===== src/rtl/adc_spi_pkg.sv =====
// ---------------------------------------------------------------------------
// adc_spi_pkg
// Shared definitions for the ADC SPI master:
//   spi_state_t  - transfer sequencer states
//   MAX_LNG      - longest high/low part in bits
//   MIN_PRESC    - smallest usable SCLK prescaler
//   clampLng     - limits a requested part length to MAX_LNG
//   halfPeriod   - converts the prescaler into a half-period in clk cycles
// ---------------------------------------------------------------------------
package adc_spi_pkg;

  localparam int MAX_LNG   = 16;
  localparam int MIN_PRESC = 2;

  typedef enum logic [2:0] {
    ST_IDLE,
    ST_CS_SETUP,
    ST_SHIFT_H,
    ST_SHIFT_L,
    ST_CS_HOLD
  } spi_state_t;

  // Lengths above MAX_LNG would walk off the 16-bit data words.
  function automatic logic [4:0] clampLng(input logic [4:0] lng);
    return (lng > 5'(MAX_LNG)) ? 5'(MAX_LNG) : lng;
  endfunction

  // Prescalers of 0 and 1 cannot make a half-period, so they behave like 2.
  function automatic logic [7:0] halfPeriod(input logic [7:0] presc);
    return (presc < 8'(MIN_PRESC)) ? 8'd1 : (presc >> 1);
  endfunction

endpackage


===== src/rtl/adc_spi_clk_div.sv =====
// ---------------------------------------------------------------------------
// adc_spi_clk_div
// Produces a one-cycle tick every i_half cycles while enabled. The transfer
// sequencer advances only on these ticks.
// Ports:
//   i_clk   - system clock
//   i_rst   - synchronous active-high reset
//   i_clr   - restart the count (asserted when a transfer is accepted)
//   i_en    - count enable (high while a transfer is running)
//   i_half  - half-period length in clock cycles (>= 1)
//   o_tick  - high for the last cycle of every half-period
// ---------------------------------------------------------------------------
module adc_spi_clk_div (
  input  logic       i_clk,
  input  logic       i_rst,
  input  logic       i_clr,
  input  logic       i_en,
  input  logic [7:0] i_half,
  output logic       o_tick
);

  logic [7:0] r_cnt;
  logic       w_atEnd;

  assign w_atEnd = (r_cnt == (i_half - 8'd1));
  assign o_tick  = i_en && w_atEnd;

  // Free-running half-period counter; it wraps on the tick so every
  // half-period is exactly i_half cycles long, starting from a clean zero
  // at each accepted transfer.
  always_ff @(posedge i_clk) begin
    if (i_rst || i_clr) begin
      r_cnt <= 8'd0;
    end else if (i_en) begin
      r_cnt <= w_atEnd ? 8'd0 : (r_cnt + 8'd1);
    end
  end

endmodule


===== src/rtl/adc_spi_master.sv =====
// ---------------------------------------------------------------------------
// adc_spi_master
// SPI master for ADC register access. A transfer sends a high (address) part
// followed by a low (data) part, MSB first, framed by an active-low chip
// select with one half-period of setup and hold around the SCLK pulses.
// Optional feature macro: ADC_SPI_READBACK_EN enables reads of the low part
// (MOSI tristated, MISO shifted into dat_rd_l_o).
// Ports:
//   clk_i, rst_i          - clock, synchronous active-high reset
//   spi_start_i           - one-cycle transfer request (ignored while busy)
//   dat_wr_h_i/dat_wr_l_i - high/low part write data
//   cfg_rw_i              - 1 = read the low part
//   cfg_cs_act_i          - one-hot chip select to assert
//   cfg_h_lng_i/_l_lng_i  - high/low part bit counts (0 skips, >16 -> 16)
//   cfg_clk_presc_i       - SCLK period in clk cycles
//   cfg_clk_wr_edg_i      - MOSI changes on 1 = falling, 0 = rising SCLK
//   cfg_clk_rd_edg_i      - MISO sampled on 1 = rising, 0 = falling SCLK
//   cfg_clk_idle_i        - SCLK idle level
//   spi_miso_i            - serial input
//   spi_cs_o, spi_clk_o, spi_mosi_o, spi_mosi_t - SPI pins (mosi_t 1 = hi-Z)
//   dat_rd_l_o            - captured read data, right-aligned
//   sts_spi_busy_o        - transfer in progress
// ---------------------------------------------------------------------------
module adc_spi_master #(
  parameter int NUM_OF_CS = 1
) (
  input  logic                 clk_i,
  input  logic                 rst_i,
  input  logic                 spi_start_i,
  input  logic [15:0]          dat_wr_h_i,
  input  logic [15:0]          dat_wr_l_i,
  input  logic                 cfg_rw_i,
  input  logic [NUM_OF_CS-1:0] cfg_cs_act_i,
  input  logic [4:0]           cfg_h_lng_i,
  input  logic [4:0]           cfg_l_lng_i,
  input  logic [7:0]           cfg_clk_presc_i,
  input  logic                 cfg_clk_wr_edg_i,
  input  logic                 cfg_clk_rd_edg_i,
  input  logic                 cfg_clk_idle_i,
  input  logic                 spi_miso_i,
  output logic [NUM_OF_CS-1:0] spi_cs_o,
  output logic                 spi_clk_o,
  output logic                 spi_mosi_o,
  output logic                 spi_mosi_t,
  output logic [15:0]          dat_rd_l_o,
  output logic                 sts_spi_busy_o
);

  import adc_spi_pkg::*;

  spi_state_t           r_state;
  spi_state_t           w_stateNext;
  logic [4:0]           r_bitCnt;
  logic [4:0]           w_bitCntNext;
  logic                 r_phase2;
  logic                 w_phase2Next;
  logic                 w_start;
  logic                 w_tick;
  logic                 w_leadEdge;
  logic                 w_firstLead;
  logic                 w_trailEdge;
  logic                 w_shifting;

  logic [31:0]          r_txSr;
  logic [4:0]           r_hLng;
  logic [4:0]           r_lLng;
  logic [7:0]           r_halfPer;
  logic [NUM_OF_CS-1:0] r_csAct;
  logic                 r_idle;
  logic                 r_wrLead;

  logic [4:0]           w_hLngIn;
  logic [4:0]           w_lLngIn;
  logic [31:0]          w_hAl;
  logic [31:0]          w_lAl;
  logic [31:0]          w_txInit;

  adc_spi_clk_div u_clkDiv (
    .i_clk  (clk_i),
    .i_rst  (rst_i),
    .i_clr  (w_start),
    .i_en   (r_state != ST_IDLE),
    .i_half (r_halfPer),
    .o_tick (w_tick)
  );

  // Both parts are packed into one left-justified 32-bit word so MOSI is
  // always bit 31 and a single left shift moves to the next bit, across the
  // high/low boundary as well.
  assign w_hLngIn = clampLng(cfg_h_lng_i);
  assign w_lLngIn = clampLng(cfg_l_lng_i);
  assign w_hAl    = {dat_wr_h_i, 16'd0} << (5'd16 - w_hLngIn);
  assign w_lAl    = {dat_wr_l_i, 16'd0} << (5'd16 - w_lLngIn);
  assign w_txInit = w_hAl | (w_lAl >> w_hLngIn);

  assign w_shifting = (r_state == ST_SHIFT_H) || (r_state == ST_SHIFT_L);

  // State register; the bit counter and half-bit flag are part of the
  // sequencer state.
  always_ff @(posedge clk_i) begin
    if (rst_i) begin
      r_state  <= ST_IDLE;
      r_bitCnt <= 5'd0;
      r_phase2 <= 1'b0;
    end else begin
      r_state  <= w_stateNext;
      r_bitCnt <= w_bitCntNext;
      r_phase2 <= w_phase2Next;
    end
  end

  // Next-state logic. Each bit is two half-periods: the first tick of a bit
  // is the trailing SCLK edge (back to idle), the second ends the bit and,
  // if another bit follows, is the next leading edge. The leading edge out
  // of CS_SETUP starts the first bit, which is already on MOSI.
  always_comb begin
    w_stateNext  = r_state;
    w_bitCntNext = r_bitCnt;
    w_phase2Next = r_phase2;
    w_start      = 1'b0;
    w_leadEdge   = 1'b0;
    w_firstLead  = 1'b0;
    w_trailEdge  = 1'b0;
    case (r_state)
      ST_IDLE: begin
        if (spi_start_i) begin
          w_start     = 1'b1;
          w_stateNext = ST_CS_SETUP;
        end
      end
      ST_CS_SETUP: begin
        if (w_tick) begin
          w_phase2Next = 1'b0;
          if (r_hLng != 5'd0) begin
            w_stateNext  = ST_SHIFT_H;
            w_bitCntNext = r_hLng;
            w_leadEdge   = 1'b1;
            w_firstLead  = 1'b1;
          end else if (r_lLng != 5'd0) begin
            w_stateNext  = ST_SHIFT_L;
            w_bitCntNext = r_lLng;
            w_leadEdge   = 1'b1;
            w_firstLead  = 1'b1;
          end else begin
            w_stateNext = ST_CS_HOLD;
          end
        end
      end
      ST_SHIFT_H, ST_SHIFT_L: begin
        if (w_tick) begin
          if (!r_phase2) begin
            w_phase2Next = 1'b1;
            w_trailEdge  = 1'b1;
          end else begin
            w_phase2Next = 1'b0;
            if (r_bitCnt > 5'd1) begin
              w_bitCntNext = r_bitCnt - 5'd1;
              w_leadEdge   = 1'b1;
            end else if ((r_state == ST_SHIFT_H) && (r_lLng != 5'd0)) begin
              w_stateNext  = ST_SHIFT_L;
              w_bitCntNext = r_lLng;
              w_leadEdge   = 1'b1;
            end else begin
              w_stateNext = ST_CS_HOLD;
            end
          end
        end
      end
      ST_CS_HOLD: begin
        if (w_tick) begin
          w_stateNext = ST_IDLE;
        end
      end
      default: begin
        w_stateNext = ST_IDLE;
      end
    endcase
  end

  // Transfer configuration is frozen at the accepted start. The leading
  // SCLK edge is falling when idle is high, so "change on falling" means
  // leading-edge changes exactly when the idle level is high.
  always_ff @(posedge clk_i) begin
    if (rst_i) begin
      r_txSr    <= 32'd0;
      r_hLng    <= 5'd0;
      r_lLng    <= 5'd0;
      r_halfPer <= 8'd1;
      r_csAct   <= '0;
      r_idle    <= 1'b0;
      r_wrLead  <= 1'b0;
    end else if (w_start) begin
      r_txSr    <= w_txInit;
      r_hLng    <= w_hLngIn;
      r_lLng    <= w_lLngIn;
      r_halfPer <= halfPeriod(cfg_clk_presc_i);
      r_csAct   <= cfg_cs_act_i;
      r_idle    <= cfg_clk_idle_i;
      r_wrLead  <= (cfg_clk_wr_edg_i == cfg_clk_idle_i);
    end else if ((w_leadEdge && !w_firstLead && r_wrLead) ||
                 (w_trailEdge && !r_wrLead)) begin
      r_txSr <= {r_txSr[30:0], 1'b0};
    end
  end

  // SCLK is active for the first half of every bit and idle otherwise; in
  // IDLE it follows the live idle-level input.
  always_comb begin
    spi_clk_o = r_idle;
    if (r_state == ST_IDLE) begin
      spi_clk_o = cfg_clk_idle_i;
    end else if (w_shifting && !r_phase2) begin
      spi_clk_o = ~r_idle;
    end
  end

  assign spi_cs_o       = (r_state == ST_IDLE) ? '1 : ~r_csAct;
  assign sts_spi_busy_o = (r_state != ST_IDLE);
  assign spi_mosi_o     = (r_state != ST_IDLE) && r_txSr[31];

`ifdef ADC_SPI_READBACK_EN
  logic        r_rw;
  logic        r_rdLead;
  logic [15:0] r_rxSr;
  logic [15:0] r_datRd;
  logic        w_rxSample;

  // A low-part bit is sampled on its leading edge (the edge that enters or
  // stays in SHIFT_L) or on its trailing edge, depending on the read edge.
  assign w_rxSample = r_rw &&
                      ((w_leadEdge && r_rdLead && (w_stateNext == ST_SHIFT_L)) ||
                       (w_trailEdge && !r_rdLead && (r_state == ST_SHIFT_L)));

  // Read shift register starts at zero, so fewer than 16 captured bits come
  // out right-aligned and zero-extended. The result is published only as CS
  // deasserts.
  always_ff @(posedge clk_i) begin
    if (rst_i) begin
      r_rw     <= 1'b0;
      r_rdLead <= 1'b0;
      r_rxSr   <= 16'd0;
      r_datRd  <= 16'd0;
    end else if (w_start) begin
      r_rw     <= cfg_rw_i;
      r_rdLead <= (cfg_clk_rd_edg_i != cfg_clk_idle_i);
      r_rxSr   <= 16'd0;
    end else begin
      if (w_rxSample) begin
        r_rxSr <= {r_rxSr[14:0], spi_miso_i};
      end
      if ((r_state == ST_CS_HOLD) && w_tick && r_rw) begin
        r_datRd <= r_rxSr;
      end
    end
  end

  assign spi_mosi_t = r_rw && (r_state == ST_SHIFT_L);
  assign dat_rd_l_o = r_datRd;
`else
  logic w_unused;

  assign w_unused   = &{1'b0, spi_miso_i, cfg_rw_i, cfg_clk_rd_edg_i};
  assign spi_mosi_t = 1'b0;
  assign dat_rd_l_o = 16'd0;
`endif

endmodule

===== config.mk =====
export PLATFORM = sky130hd
export DESIGN_NAME = adc_spi_master
export DESIGN_NICKNAME = d
export VERILOG_FILES = /design/src/rtl/adc_spi_pkg.sv /design/src/rtl/adc_spi_clk_div.sv /design/src/rtl/adc_spi_master.sv
export SDC_FILE = /design/constraint.sdc
export NUM_CORES = 1
export LEC_CHECK = 0
export CAP_MARGIN = 20
export CELL_PAD_IN_SITES_DETAIL_PLACEMENT = 0
export CELL_PAD_IN_SITES_GLOBAL_PLACEMENT = 1
export CORE_MARGIN = 2
export CORE_UTILIZATION = 42
export CTS_CLUSTER_SIZE = 14
export DETAILED_ROUTE_END_ITERATION = 7
export GPL_TIMING_DRIVEN = 0
export PLACE_DENSITY = 0.88
export SLEW_MARGIN = 0
export SYNTH_ARGS = -nofsm -noshare
export SYNTH_HDL_FRONTEND = slang
export SYNTH_SLANG_ARGS = --single-unit

===== constraint.sdc =====
create_clock -name clk_i -period 5.6 [get_ports clk_i]
set_input_delay 1.12 -clock clk_i [delete_from_list [all_inputs] [get_ports clk_i]]
set_output_delay 1.12 -clock clk_i [all_outputs]
set_load 0.02 [all_outputs]

# Word-level counts from Yosys, hierarchy flattened
# Index checks and enable logic that the tools add are counted.
[totals]
output_inout_bits = 21
reg_bits = 70
input_bits = 59
[op_classes]
magnitude_cmp = 4
n_reduce_logical = 23
mux = 44
n_eq_ne = 14
bitwise = 3
addsub = 5
shifts = 3
[op_table]
columns = ["op", "count"]
rows = [
  ["$mux W32", 2],
  ["$shl A32 B5 Y32", 2],
  ["$mux W5", 9],
  ["$or A32 B32 Y32", 1],
  ["$shr A32 B5 Y32", 1],
  ["$mux W3", 9],
  ["$mux W1", 18],
  ["$pmux W3 S4", 1],
  ["$reduce_and A6 Y1", 2],
  ["$gt A5 B5 Y1 const B", 2],
  ["$pmux W5 S2", 1],
  ["$reduce_bool A5 Y1", 2],
  ["$sub A5 B5 Y5 const A", 2],
  ["$add A8 B1 Y8 const B", 1],
  ["$eq A8 B8 Y1", 1],
  ["$lt A8 B2 Y1 const B", 1],
  ["$mux W8", 1],
  ["$sub A8 B1 Y8 const B", 1],
  ["$logic_and A1 B1 Y1", 7],
  ["$mux W7", 1],
  ["$eq A3 B2 Y1 const B", 2],
  ["$ne A2 B1 Y1 const B", 3],
  ["$ne A2 B2 Y1 const B", 3],
  ["$ne A3 B3 Y1 const B", 2],
  ["other kinds (14)", 21],
]

# Longest topological paths before layout
[logic_depth]
word_depth = 12
depth_mapped = 16
mapped_depth_nobuf = 11

# Hierarchy
# A second synthesis with hierarchy kept.
[hier_totals]
cells_unflattened = 907
hier_area_um2 = 6901.6
[by_module_without_submodules]
columns = ["mod", "n_inst", "area_each_um2", "cells_each"]
rows = [
  ["adc_spi_master", 1, 6179.7, 823],
  ["adc_spi_clk_div", 1, 721.9, 84],
]

# Least setup slack after synthesis
# OpenSTA, ideal clock, no wires.
[synth_path]
kind = "input -> register"
start = "in cfg_l_lng_i[0]"
end = "reg r_txSr[14]"
stages = 12
arrival_ns = 4.395
slack_ns = 1.083
setup_ns = 0.122
required_ns = 5.478
cell_sequence = "nor2b_1 -> buf_2 -> inv_1 -> buf_2 -> ha_1 -> buf_1 -> mux2_2 -> mux4_1 -> a221oi_1 -> a21oi_1 -> mux4_2 -> a221o_1"
[synth_via]
elab_chain_len = 7
[synth_rtl]
columns = ["item", "line", "source"]
rows = [
  ["from (decl)", "adc_spi_master.sv:35", "input logic [4:0] cfg_l_lng_i,"],
  ["$gt A5 B5 Y1", "adc_spi_pkg.sv:25", "return (lng > 5'(MAX_LNG)) ? 5'(MAX_LNG) : lng;"],
  ["$mux W5 *", "adc_spi_pkg.sv:25", ""],
  ["$sub A5 B5 Y5 *", "adc_spi_master.sv:93", "assign w_lAl = {dat_wr_l_i, 16'd0} << (5'd16 - w_lLngIn);"],
  ["$shl A32 B5 Y32 *", "adc_spi_master.sv:93", ""],
  ["$shr A32 B5 Y32 *", "adc_spi_master.sv:94", "assign w_txInit = w_hAl | (w_lAl >> w_hLngIn);"],
  ["$or A32 B32 Y32 *", "adc_spi_master.sv:94", ""],
  ["$mux W32 *", "adc_spi_master.sv:192", "end else if (w_start) begin"],
  ["to (signal assigned)", "adc_spi_master.sv:193", "r_txSr <= w_txInit;"],
  ["to (signal assigned)", "adc_spi_master.sv:202", "r_txSr <= {r_txSr[30:0], 1'b0};"],
  ["to (decl)", "adc_spi_master.sv:64", "logic [31:0] r_txSr;"],
]
# Every way passes the cells marked *; elsewhere a longest branch is shown, timed or not.
# A chain may end at the register's enable or synchronous reset.

# Final worst setup path
[layout_path]
start = "in cfg_l_lng_i[0]"
end = "reg r_txSr[18]"
# The elaborated chain is that of the path after synthesis.

==> results by group <==
Drt
  – Final antenna-violating net count: 0
  – Vias per inst: slightly above 6
  – WL per Instance: approximately 19 µm
  – Aggregate routed wire length: between 20 and 25 mm
  – DR iter-0 viols: between 700 and 800
  – Drt first pass iters: 5
  – Post-route DRC: 0
  – DR vias: 6878

Synth
  – Primary FF master, synth: dfxtp_1
  – Mapped Cells: about 840
  – #FFs+latches synth: slightly below 70
  – Synthesized area per cell: roughly 7.6 µm²
  – EDFF count, synth: 0
  – Register area share after synthesis: 0.215
  – Top cell type's share of synthesized area: 0.215
  – Post-synth ARST share: 0
  – Yosys cell types: between 70 and 80
  – Post-Synthesis Cell Area: 0.00641 mm²
  – Synth top area cells: dfxtp_1, mux2i_1, nand2_1
  – Yosys warnings: 0
  – Biggest area consumer among synthesized cells: dfxtp_1

STA
  – Clock Skews: 0.00583 ns
  – Final hold vios: 0
  – Final worst setup slack: between 0.2 and 0.25 ns
  – RSZ-0062 raised after global routing: false
  – Worst-Margin Slew: between 0.9 and 1 ns
  – Max Slew Vio Count: 0
  – Worst relative slew slack: 0.353
  – Maximum clock rate: roughly 190 MHz
  – Hold Slack: between 0.4 and 0.5 ns
  – Final setup vio count: 0
  – Final setup TNS: 0 ns
  – Final min period: around 5.4 ns
  – Period utilization: 0.964

Critical path
  – Family with the most delay on the worst path: compound AO/OA/AOI/OAI gates
  – CP peak stage delay: 0.60 ns
  – Worst Path Buf+Inv: 6
  – Critical path fanouts, max: 10
  – Cells on worst reg2reg path: 13
  – Critical Path Slowest Stage Cell: clkdlybuf4s50_1
  – Worst r2r src: r_halfPer[0]$_SDFFE_PP1P_
  – RR Endpoint: r_txSr[8]$_SDFFE_PP0P_
  – Crit Path Class: input pin to register
  – Instance count on the critical path: 15
  – Worst Path Required: roughly 5.8 ns
  – Crit path cell chain: clkdlybuf4s50_1, nor2b_1, buf_2, inv_1, buf_2, ha_1, buf_2, mux2i_1, inv_1, mux4_1, a221oi_2, a21oi_1, a221o_1, a221oi_1, a311oi_1
  – Most numerous cell on the critical path: buf_2
  – Reg2Reg Setup Slack: roughly 2.1 ns
  – Crit. End Element: register
  – WP data arrival: between 5 and 6 ns
  – Critical Path Start Type: input pin
  – Crit path from: cfg_l_lng_i[0]
  – Crit path capture: r_txSr[18]$_SDFFE_PP0P_

Clocking
  – H-tree Lvls: 3
  – Num CTS Buffers: 9
  – Worst-skew pair later-pin latency: approximately 0.34 ns
  – Number of clock sinks: 69
  – TritonCTS clock tree: done
  – Worst-path clk slew: 0.05 ns
  – Root Driver: clkbuf_16
  – CTS Hold Bufs: 0
  – Max clock buf depth: 2

Floorplan
  – Die H: around 130 µm
  – Placement Rows: 45
  – # IOs: 80
  – Core area: ~0.015 mm²
  – Die width: ~130 µm
  – Die Footprint: around 0.016 mm²
  – Effective utilization at floorplan: 0.425

Global routing
  – Global-route wire length before repair: roughly 33 mm
  – Vias in the first global route: approximately 6.2k
  – Total grt overflow: 0
  – Initial antenna violation count: 0
  – GRT Total Usage: 0.256
  – Largest net degree at the start of global routing: 12

Placed design
  – Dpl hpwl: between 15 and 20 mm
  – Port Buffer Count: 54
  – GP Congestion: ~0.96
  – Placed insts: between 1k and 1.5k
  – Pre-CTS WS: -0.301 ns

Layout
  – Most frequent cells in the layout: nand2_1, nor2_1, dfxtp_1
  – Synth-to-Final Area Change: 18.2%
  – Layout cells sized above 1: 0.0978
  – Layout Cells excl Fill: approximately 1.1k
  – Post-layout net count: between 900 and 1k
  – Commonest non-fill, non-tap cell in the layout: nand2_1
  – Antenna diodes: 0

Min path
  – Hold WC Path Type: register to register
  – Worst Hold Depth: 2

Power
  – Power density over the cells: 364 mW/mm²
  – VDD IR max: around 0.17 mV
  – Tot Pwr: 2760 µW
  – Leak pwr: around 0.0028 µW

Run status
  – Status: finished, final reports clean

Flow run
  – Max-cap violations: 0
stage by stage:
| step | utilization | area [µm²] |
|---|---|---|
| 2_1_floorplan | - | 6470 |
| 3_3_place_gp | 0.481 | 7250 |
| 3_5_place_dp | 0.481 | 7250 |
| 4_1_cts | 0.501 | 7560 |
| 5_1_grt | 0.502 | 7580 |
| 6_report | 0.502 | 7580 |
cells in the mapped netlist, types with 12 or more instances:
cell type and instances:
nand2_1 120, nor2_1 78, dfxtp_1 69, mux2i_1 53
a21oi_1 52, clkbuf_1 48, o21ai_0 37, nand3_1 29
inv_1 21, nor3_1 20, mux2_2 19, a221oi_1 18
buf_4 17, o22ai_1 16, xnor2_1 15, a31oi_1 14
mux4_2 13, a311oi_1 12
worst min path at each step:
stage                     slack, ns              endpoint                  from
after global routing           0.48  r_csAct$_SDFFE_PP0P_  r_csAct$_SDFFE_PP0P_
after CTS                      0.47  r_csAct$_SDFFE_PP0P_  r_csAct$_SDFFE_PP0P_
final                          0.46  r_csAct$_SDFFE_PP0P_  r_csAct$_SDFFE_PP0P_
after global placement         0.45  r_csAct$_SDFFE_PP0P_  r_csAct$_SDFFE_PP0P_
after detailed placement       0.46  r_csAct$_SDFFE_PP0P_  r_csAct$_SDFFE_PP0P_
after floorplan                0.44  r_csAct$_SDFFE_PP0P_  r_csAct$_SDFFE_PP0P_
final cells by class:
| cell class | instances | area (µm²) |
|---|---|---|
| inverter | 24 | 90.1 |
| timing repair buffer | 54 | 541 |
| buffer | 81 | 382 |
| clock buffer | 13 | 270 |
| fill | 1536 | 7510 |
| tap | 188 | 235 |
| multi-input combinational | 686 | 4640 |
| sequential | 69 | 1380 |
| clock inverter | 3 | 42.5 |
power by group:
part	total [µW]	switching (µW)	leakage [µW]	internal [µW]
logic	1450	902	0.00212	550
registers	720	92.7	0.000565	627
clock network	589	208	0.000152	380
cells by family (layout without fill, tap and decap cells):
logic type	after synthesis	in the layout	synth area share
compound gates	246	246	0.270
xor+xnor	23	23	0.0373
fa+ha+maj	6	6	0.0117
buf+inv	105	175	0.0733
flops	69	69	0.215
mux	88	88	0.174
other cells	1	17	0.000585
simple gates	306	306	0.218
registers in the layout, indices dropped and copies added, names as in the netlist:
name            flops
r_bitCnt            5
r_lLng              5
r_idle              1
u_clkDiv.r_cnt      8
r_phase2            1
r_hLng              5
r_halfPer           7
r_wrLead            1
r_state             3
r_txSr             32
r_csAct             1
repair_timing:
item	in CTS	in global routing
hold endpoints to repair	0	0
resized for setup	0	3
setup buffers	0	0
endpoints found under the setup margin	0	7
layer usage:
metal  track usage  share of wire  up-vias
li1              -              -     3296
met1         0.358           0.44     3203
met2         0.409           0.45      338
met3        0.0389          0.087       41
met4        0.0782          0.022        0
met5             0              0        -
worst min-delay path: stages, from the launching register on:
cell and delay, ns:
dfxtp_1 0.31, nand2_1 0.05, a21oi_1 0.05
Power figures use the tool's default switching activity.
